==> src/rtl/spi_seq_pkg.sv <==
// spi_seq_pkg
//   Shared definitions for the SPI slave sequencer: frame field widths,
//   bit-counter width, R/W encoding and the FSM state enumeration.
//   No ports (package).
package spi_seq_pkg;

  localparam int   ADDR_BITS = 7;
  localparam int   DATA_BITS = 8;
  localparam int   CNT_W     = $clog2(DATA_BITS + 1);
  localparam logic RW_READ   = 1'b1;

  typedef enum logic [3:0] {
    IDLE         = 4'd0,
    GET_ADDR     = 4'd1,
    DECODE       = 4'd2,
    READ_WAIT    = 4'd3,
    READ_LOAD    = 4'd4,
    READ_SEND    = 4'd5,
    WRITE_GET    = 4'd6,
    WRITE_COMMIT = 4'd7,
    DONE         = 4'd8
  } state_t;

endpackage

==> src/rtl/spi_bit_counter.sv <==
// spi_bit_counter
//   Frame bit counter: synchronous clear, increment, saturation at all-ones,
//   and a terminal-count compare against a caller-supplied value.
// Ports:
//   clk, reset      system clock, synchronous active-high reset
//   clr             clear to zero (wins over inc)
//   inc             increment by one (holds at all-ones)
//   tc_value        value that the terminal-count compare matches
//   tc              high while count == tc_value
module spi_bit_counter #(
  parameter int W = 4
) (
  input  logic         clk,
  input  logic         reset,
  input  logic         clr,
  input  logic         inc,
  input  logic [W-1:0] tc_value,
  output logic         tc
);

  logic [W-1:0] count;

  always_ff @(posedge clk) begin
    if (reset || clr) begin
      count <= '0;
    end else if (inc && (count != '1)) begin
      count <= count + 1'b1;
    end
  end

  assign tc = (count == tc_value);

endmodule

==> src/rtl/spi_slave_sequencer.sv <==
// spi_slave_sequencer
//   Control FSM for the SPI slave memory front end. Sequences a 16-bit frame
//   (7-bit address, R/W bit, 8 data bits) by issuing single-cycle enables to
//   the external shift register, address latch and data memory.
// Ports:
//   clk, reset      system clock, synchronous active-high reset
//   cs_n            conditioned chip select, active low
//   sclk_rise/fall  one-cycle SCLK edge pulses
//   rw_bit          shift register bit 0 (1 = read)
//   sr_shift        shift-register serial shift enable
//   sr_load         shift-register parallel load
//   addr_we         address latch write enable
//   dm_we           data memory write enable
//   miso_en         MISO tristate enable
//   busy            FSM not in IDLE
//   abort_pulse     one-cycle pulse per mid-frame abort
//   abort_count     saturating abort count
// Build option: SPI_SEQ_ABORT_STATUS_EN enables abort_pulse/abort_count;
//   when undefined both are tied to zero.
module spi_slave_sequencer
  import spi_seq_pkg::*;
(
  input  logic       clk,
  input  logic       reset,
  input  logic       cs_n,
  input  logic       sclk_rise,
  input  logic       sclk_fall,
  input  logic       rw_bit,
  output logic       sr_shift,
  output logic       sr_load,
  output logic       addr_we,
  output logic       dm_we,
  output logic       miso_en,
  output logic       busy,
  output logic       abort_pulse,
  output logic [7:0] abort_count
);

  state_t           state;
  logic             abort;
  logic             fall_eff;
  logic             cnt_clr;
  logic             cnt_inc;
  logic             cnt_tc;
  logic [CNT_W-1:0] cnt_tc_value;

  assign abort    = cs_n && (state != IDLE) && (state != DONE);
  // A coincident rise takes precedence, so a fall is only acted on alone.
  assign fall_eff = sclk_fall && !sclk_rise;

  // The compare looks at the count before the increment, so tc on an active
  // edge means this edge is the last one of the phase.
  always_comb begin
    cnt_clr      = abort || (state == IDLE) || (state == DECODE);
    cnt_inc      = 1'b0;
    cnt_tc_value = CNT_W'(DATA_BITS - 1);
    case (state)
      GET_ADDR: begin
        cnt_inc      = sclk_rise;
        cnt_tc_value = CNT_W'(ADDR_BITS);
      end
      WRITE_GET: cnt_inc = sclk_rise;
      READ_SEND: cnt_inc = fall_eff;
      default:   cnt_inc = 1'b0;
    endcase
  end

  spi_bit_counter #(.W(CNT_W)) u_bit_counter (
    .clk      (clk),
    .reset    (reset),
    .clr      (cnt_clr),
    .inc      (cnt_inc),
    .tc_value (cnt_tc_value),
    .tc       (cnt_tc)
  );

  always_ff @(posedge clk) begin
    if (reset) begin
      state    <= IDLE;
      sr_shift <= 1'b0;
      sr_load  <= 1'b0;
      addr_we  <= 1'b0;
      dm_we    <= 1'b0;
      miso_en  <= 1'b0;
      busy     <= 1'b0;
    end else begin
      sr_shift <= 1'b0;
      sr_load  <= 1'b0;
      addr_we  <= 1'b0;
      dm_we    <= 1'b0;
      if (abort) begin
        state   <= IDLE;
        miso_en <= 1'b0;
        busy    <= 1'b0;
      end else begin
        case (state)
          IDLE: begin
            if (!cs_n) begin
              state <= GET_ADDR;
              busy  <= 1'b1;
            end
          end
          GET_ADDR: begin
            if (sclk_rise) begin
              sr_shift <= 1'b1;
              if (cnt_tc) begin
                state   <= DECODE;
                addr_we <= 1'b1;
              end
            end
          end
          DECODE:    state <= (rw_bit == RW_READ) ? READ_WAIT : WRITE_GET;
          READ_WAIT: begin
            state   <= READ_LOAD;
            sr_load <= 1'b1;
          end
          READ_LOAD: begin
            state   <= READ_SEND;
            miso_en <= 1'b1;
          end
          READ_SEND: begin
            if (fall_eff) begin
              sr_shift <= 1'b1;
              if (cnt_tc) begin
                state   <= DONE;
                miso_en <= 1'b0;
              end
            end
          end
          WRITE_GET: begin
            if (sclk_rise) begin
              sr_shift <= 1'b1;
              if (cnt_tc) begin
                state <= WRITE_COMMIT;
                dm_we <= 1'b1;
              end
            end
          end
          WRITE_COMMIT: state <= DONE;
          DONE: begin
            if (cs_n) begin
              state <= IDLE;
              busy  <= 1'b0;
            end
          end
          default: begin
            state   <= IDLE;
            miso_en <= 1'b0;
            busy    <= 1'b0;
          end
        endcase
      end
    end
  end

`ifdef SPI_SEQ_ABORT_STATUS_EN
  always_ff @(posedge clk) begin
    if (reset) begin
      abort_pulse <= 1'b0;
      abort_count <= 8'd0;
    end else begin
      abort_pulse <= abort;
      if (abort && (abort_count != 8'hFF)) begin
        abort_count <= abort_count + 8'd1;
      end
    end
  end
`else
  assign abort_pulse = 1'b0;
  assign abort_count = 8'd0;
`endif

endmodule

==> config.mk <==
export PLATFORM = sky130hd
export DESIGN_NAME = spi_slave_sequencer
export DESIGN_NICKNAME = d
export VERILOG_FILES = /design/src/rtl/spi_seq_pkg.sv /design/src/rtl/spi_bit_counter.sv /design/src/rtl/spi_slave_sequencer.sv
export SDC_FILE = /design/constraint.sdc
export NUM_CORES = 1
export LEC_CHECK = 0
export ABC_AREA = 0
export CORE_UTILIZATION = 40
export CTS_CLUSTER_DIAMETER = 100
export DETAILED_ROUTE_END_ITERATION = 10
export PLACE_DENSITY = 0.74
export SYNTH_ARGS = -nofsm -noshare
export SYNTH_HDL_FRONTEND = slang
export SYNTH_SLANG_ARGS = --single-unit
==> constraint.sdc <==
create_clock -name clk -period 4.48 [get_ports clk]
set_clock_uncertainty 0.2 [all_clocks]
set_input_delay 0.672 -clock clk [delete_from_list [all_inputs] [get_ports clk]]
set_output_delay 0.672 -clock clk [all_outputs]
set_load 0.1 [all_outputs]
==> flow_metrics.py <==
metrics = {
    "timing": {
        "period_needed_ns": 2.66,
        "grt_setup_unrepaired": "no",
        "relSlewSlack_pct": 35.4,
        "max_freq_mhz": 377,
        "post-route-period-util_pct": 59.3,
        "hold_violations": 0,
        "fin_tns_setup_ns": 0,
        "setup_viol_count_final": 0,
        "tightest_slew_ns": 0.966,
        "slew_violations": 0,
    },
    "route": {
        "routed-via-count": 760,
        "viasPerCell": 5.55,
        "drc": 0,
        "drt-total-wl_um": 1690,
        "final_antenna_net_count": 0,
        "drtIter0Drc": 18,
        "first_pass_iters": 4,
        "wl_per_cell_um": 12.3,
    },
    "worst_setup_path": {
        "crit_fanout": 3,
        "slowest_delay_ns": 1.14,
        "crit_path_end_kind": "primary output",
        "cp-start-kind": "flop",
        "crit_slowest_cell": "clkdlybuf4s50_1",
        "path_buf_inv": 1,
        "critPathTopFamily": "buffers and inverters",
        "worstPathCellList": "clkdlybuf4s50_1",
        "cp.arrival_ns": 1.78,
        "required_ns": 3.61,
        "critPathKind": "reg -> out",
    },
    "die": {
        "die-area_um2": 2380,
        "core_um2": 2000,
        "pin_count": 21,
        "die_h_um": 48.8,
        "die_x_um": 48.8,
        "rows": 16,
        "start_util_pct": 43.8,
    },
    "finish": {
        "final_common_cell": "dfxtp_1",
        "drive_gt1_share_pct": 9.09,
        "multi_input_area_um2": 499,
        "diodes": 0,
        "stdcell_count": 137,
        "seqCellArea_um2": 280,
        "nFillCells": 205,
        "mostFrequentLayoutCells": "dfxtp_1 (14), nor2_1 (11), clkdlybuf4s50_1 (11), conb_1 (9), a21oi_1 (8)",
        "layout.nets": 119,
        "syn_to_final_growth_pct": 9.13,
    },
    "synth": {
        "ys_ff_latch": 14,
        "yosysSeqAreaShare_pct": 32.0,
        "synth_cell_types": 44,
        "postSynthAreaPerCell_um2": 8.43,
        "postSynthCellCount": 104,
        "ys_warn_count": 0,
        "syn_area_um2": 877,
    },
    "clocking": {
        "cts_resized": 0,
        "cts_setup_buffers": 0,
        "tritoncts": "yes",
        "cts_buffer_depth": 2,
        "cts_sinks": 14,
        "cts_buffers": 3,
        "clock_latency_ns": 0.28,
        "cts_max_level": 1,
        "hold_buffers": 0,
        "clk_pin_slew_ns": 0.08,
        "cts_root_buffer": "clkbuf_4",
    },
    "grt": {
        "grt_pass1_wl_um": 2920,
        "grt_pass1_vias": 660,
        "antenna_found_initial": 0,
        "grt_overflow_total": 0,
        "grt_max_degree": 21,
        "track_usage_pct": 16.2,
    },
    "placement": {
        "dp_hpwl_um": 1190,
        "port_buffers": 11,
        "placed_cells": 134,
        "gp_congestion": 0.789,
    },
    "status": {
        "status": "finished, final reports clean",
    },
    "hold_path": {
        "worstHoldPathType": "reg -> reg",
    },
    "job": {
        "maxCapViolCount": 0,
    },
    "power_and_ir_drop": {
        "p_leak_nw": 0.338,
        "vdd.ir_drop.worst_mv": 0.201,
        "pwr_density_cell_nw_per_um2": 314,
    },
}
cell type report:
| cell class | count | share of cell area (%) |
|---|---|---|
| tap | 27 | 3.53 |
| clock buffer | 3 | 2.35 |
| inverter | 3 | 1.18 |
| timing repair buffer | 11 | 11.5 |
| sequential | 14 | 29.3 |
| multi-input combinational | 79 | 52.2 |
report_power, final:
part	total [mW]	switching (mW)	internal (mW)	leakage [nW]
clock network	0.0723	0.0410	0.0313	0.0138
logic	0.0905	0.0658	0.0247	0.211
registers	0.138	0.00975	0.128	0.113
sequential cells by signal (all words and copies together) (netlist names):
register	count
sr_shift	1
sr_load	1
u_bit_counter.count	4
state	4
dm_we	1
busy	1
addr_we	1
miso_en	1
metrics by stage:
step	worst slack [ns]	util [%]	power, mW	cell area [um^2]	hold slack, ns
after global placement	2.04	46.7	0.229	935	0.294
after CTS	1.81	47.8	0.303	957	0.330
after floorplan	2.66	-	0.226	907	0.279
final	1.82	47.8	0.301	957	0.321
after detailed placement	1.99	46.7	0.231	935	0.310
after global routing	1.75	47.8	0.318	957	0.375
synth_stat cells (all sizes together):
| cell | n | area (um^2) |
|---|---|---|
| buf | 15 | 113 |
| dfxtp | 14 | 280 |
| nor2 | 11 | 41.3 |
| a21oi | 9 | 48.8 |
| o21ai | 4 | 20.0 |
| and3 | 3 | 18.8 |
| inv | 3 | 11.3 |
| nand2 | 3 | 11.3 |
| nand2b | 3 | 18.8 |
| nand3 | 3 | 15.0 |
| nor2b | 3 | 18.8 |
| nor4 | 3 | 25.0 |
| a211oi | 2 | 20.0 |
| a31oi | 2 | 12.5 |
| nand4b | 2 | 17.5 |
| nor3 | 2 | 10.0 |
| nor4b | 2 | 23.8 |
| nor4bb | 2 | 20.0 |
| a2111oi | 1 | 8.76 |
| a32oi | 1 | 8.76 |
| and3b | 1 | 8.76 |
| and4b | 1 | 10.0 |
| clkbuf | 1 | 3.75 |
| conb | 1 | 3.75 |
| ha | 1 | 12.5 |
| mux2i | 1 | 10.0 |
| nand3b | 1 | 7.51 |
| nand4 | 1 | 6.26 |
| nor3b | 1 | 7.51 |
| o2111ai | 1 | 8.76 |
| o211ai | 1 | 7.51 |
| o221ai | 1 | 8.76 |
| o31ai | 1 | 12.5 |
| or2 | 1 | 6.26 |
| or4 | 1 | 11.3 |
| xnor2 | 1 | 8.76 |
path summary, 6_finish.rpt:
kind / slack, ns / cells past startpoint / from / to
setup / recovery: 1.82 / 1 / miso_en / miso_en
hold / removal: 0.32 / 2 / busy / busy
setup reg to reg: 2.49 / 5 / state[1] / state[0]
hold reg to reg: 0.32 / 2 / busy / busy
worst register-to-register path, cell delays in order (launching register included):
cell     delay [ns]
dfxtp_1        0.70
nor4_1         0.12
a21oi_1        0.21
nand2_1        0.08
or4_4          0.48
a21oi_2        0.14
logic make-up after synthesis:
group | after synthesis | synth area share, %
AND/OR/NAND/NOR | 44 | 31.7
flip-flops | 14 | 32.0
multiplexers | 1 | 1.14
AO/OA/AOI/OAI | 23 | 17.8
XOR/XNOR | 1 | 0.999
other | 1 | 0.428
adder cells (fa/ha/maj) | 1 | 1.43
buffers and inverters | 19 | 14.5
per-layer routing:
layer  up-vias  wire (um)  GRT usage, %
met4         0         53          11.8
met5         -          0             0
met3         5         71          1.87
li1        374          -             -
met2        29        742          23.8
met1       352        821          21.7
Power figures use the tool's default switching activity.
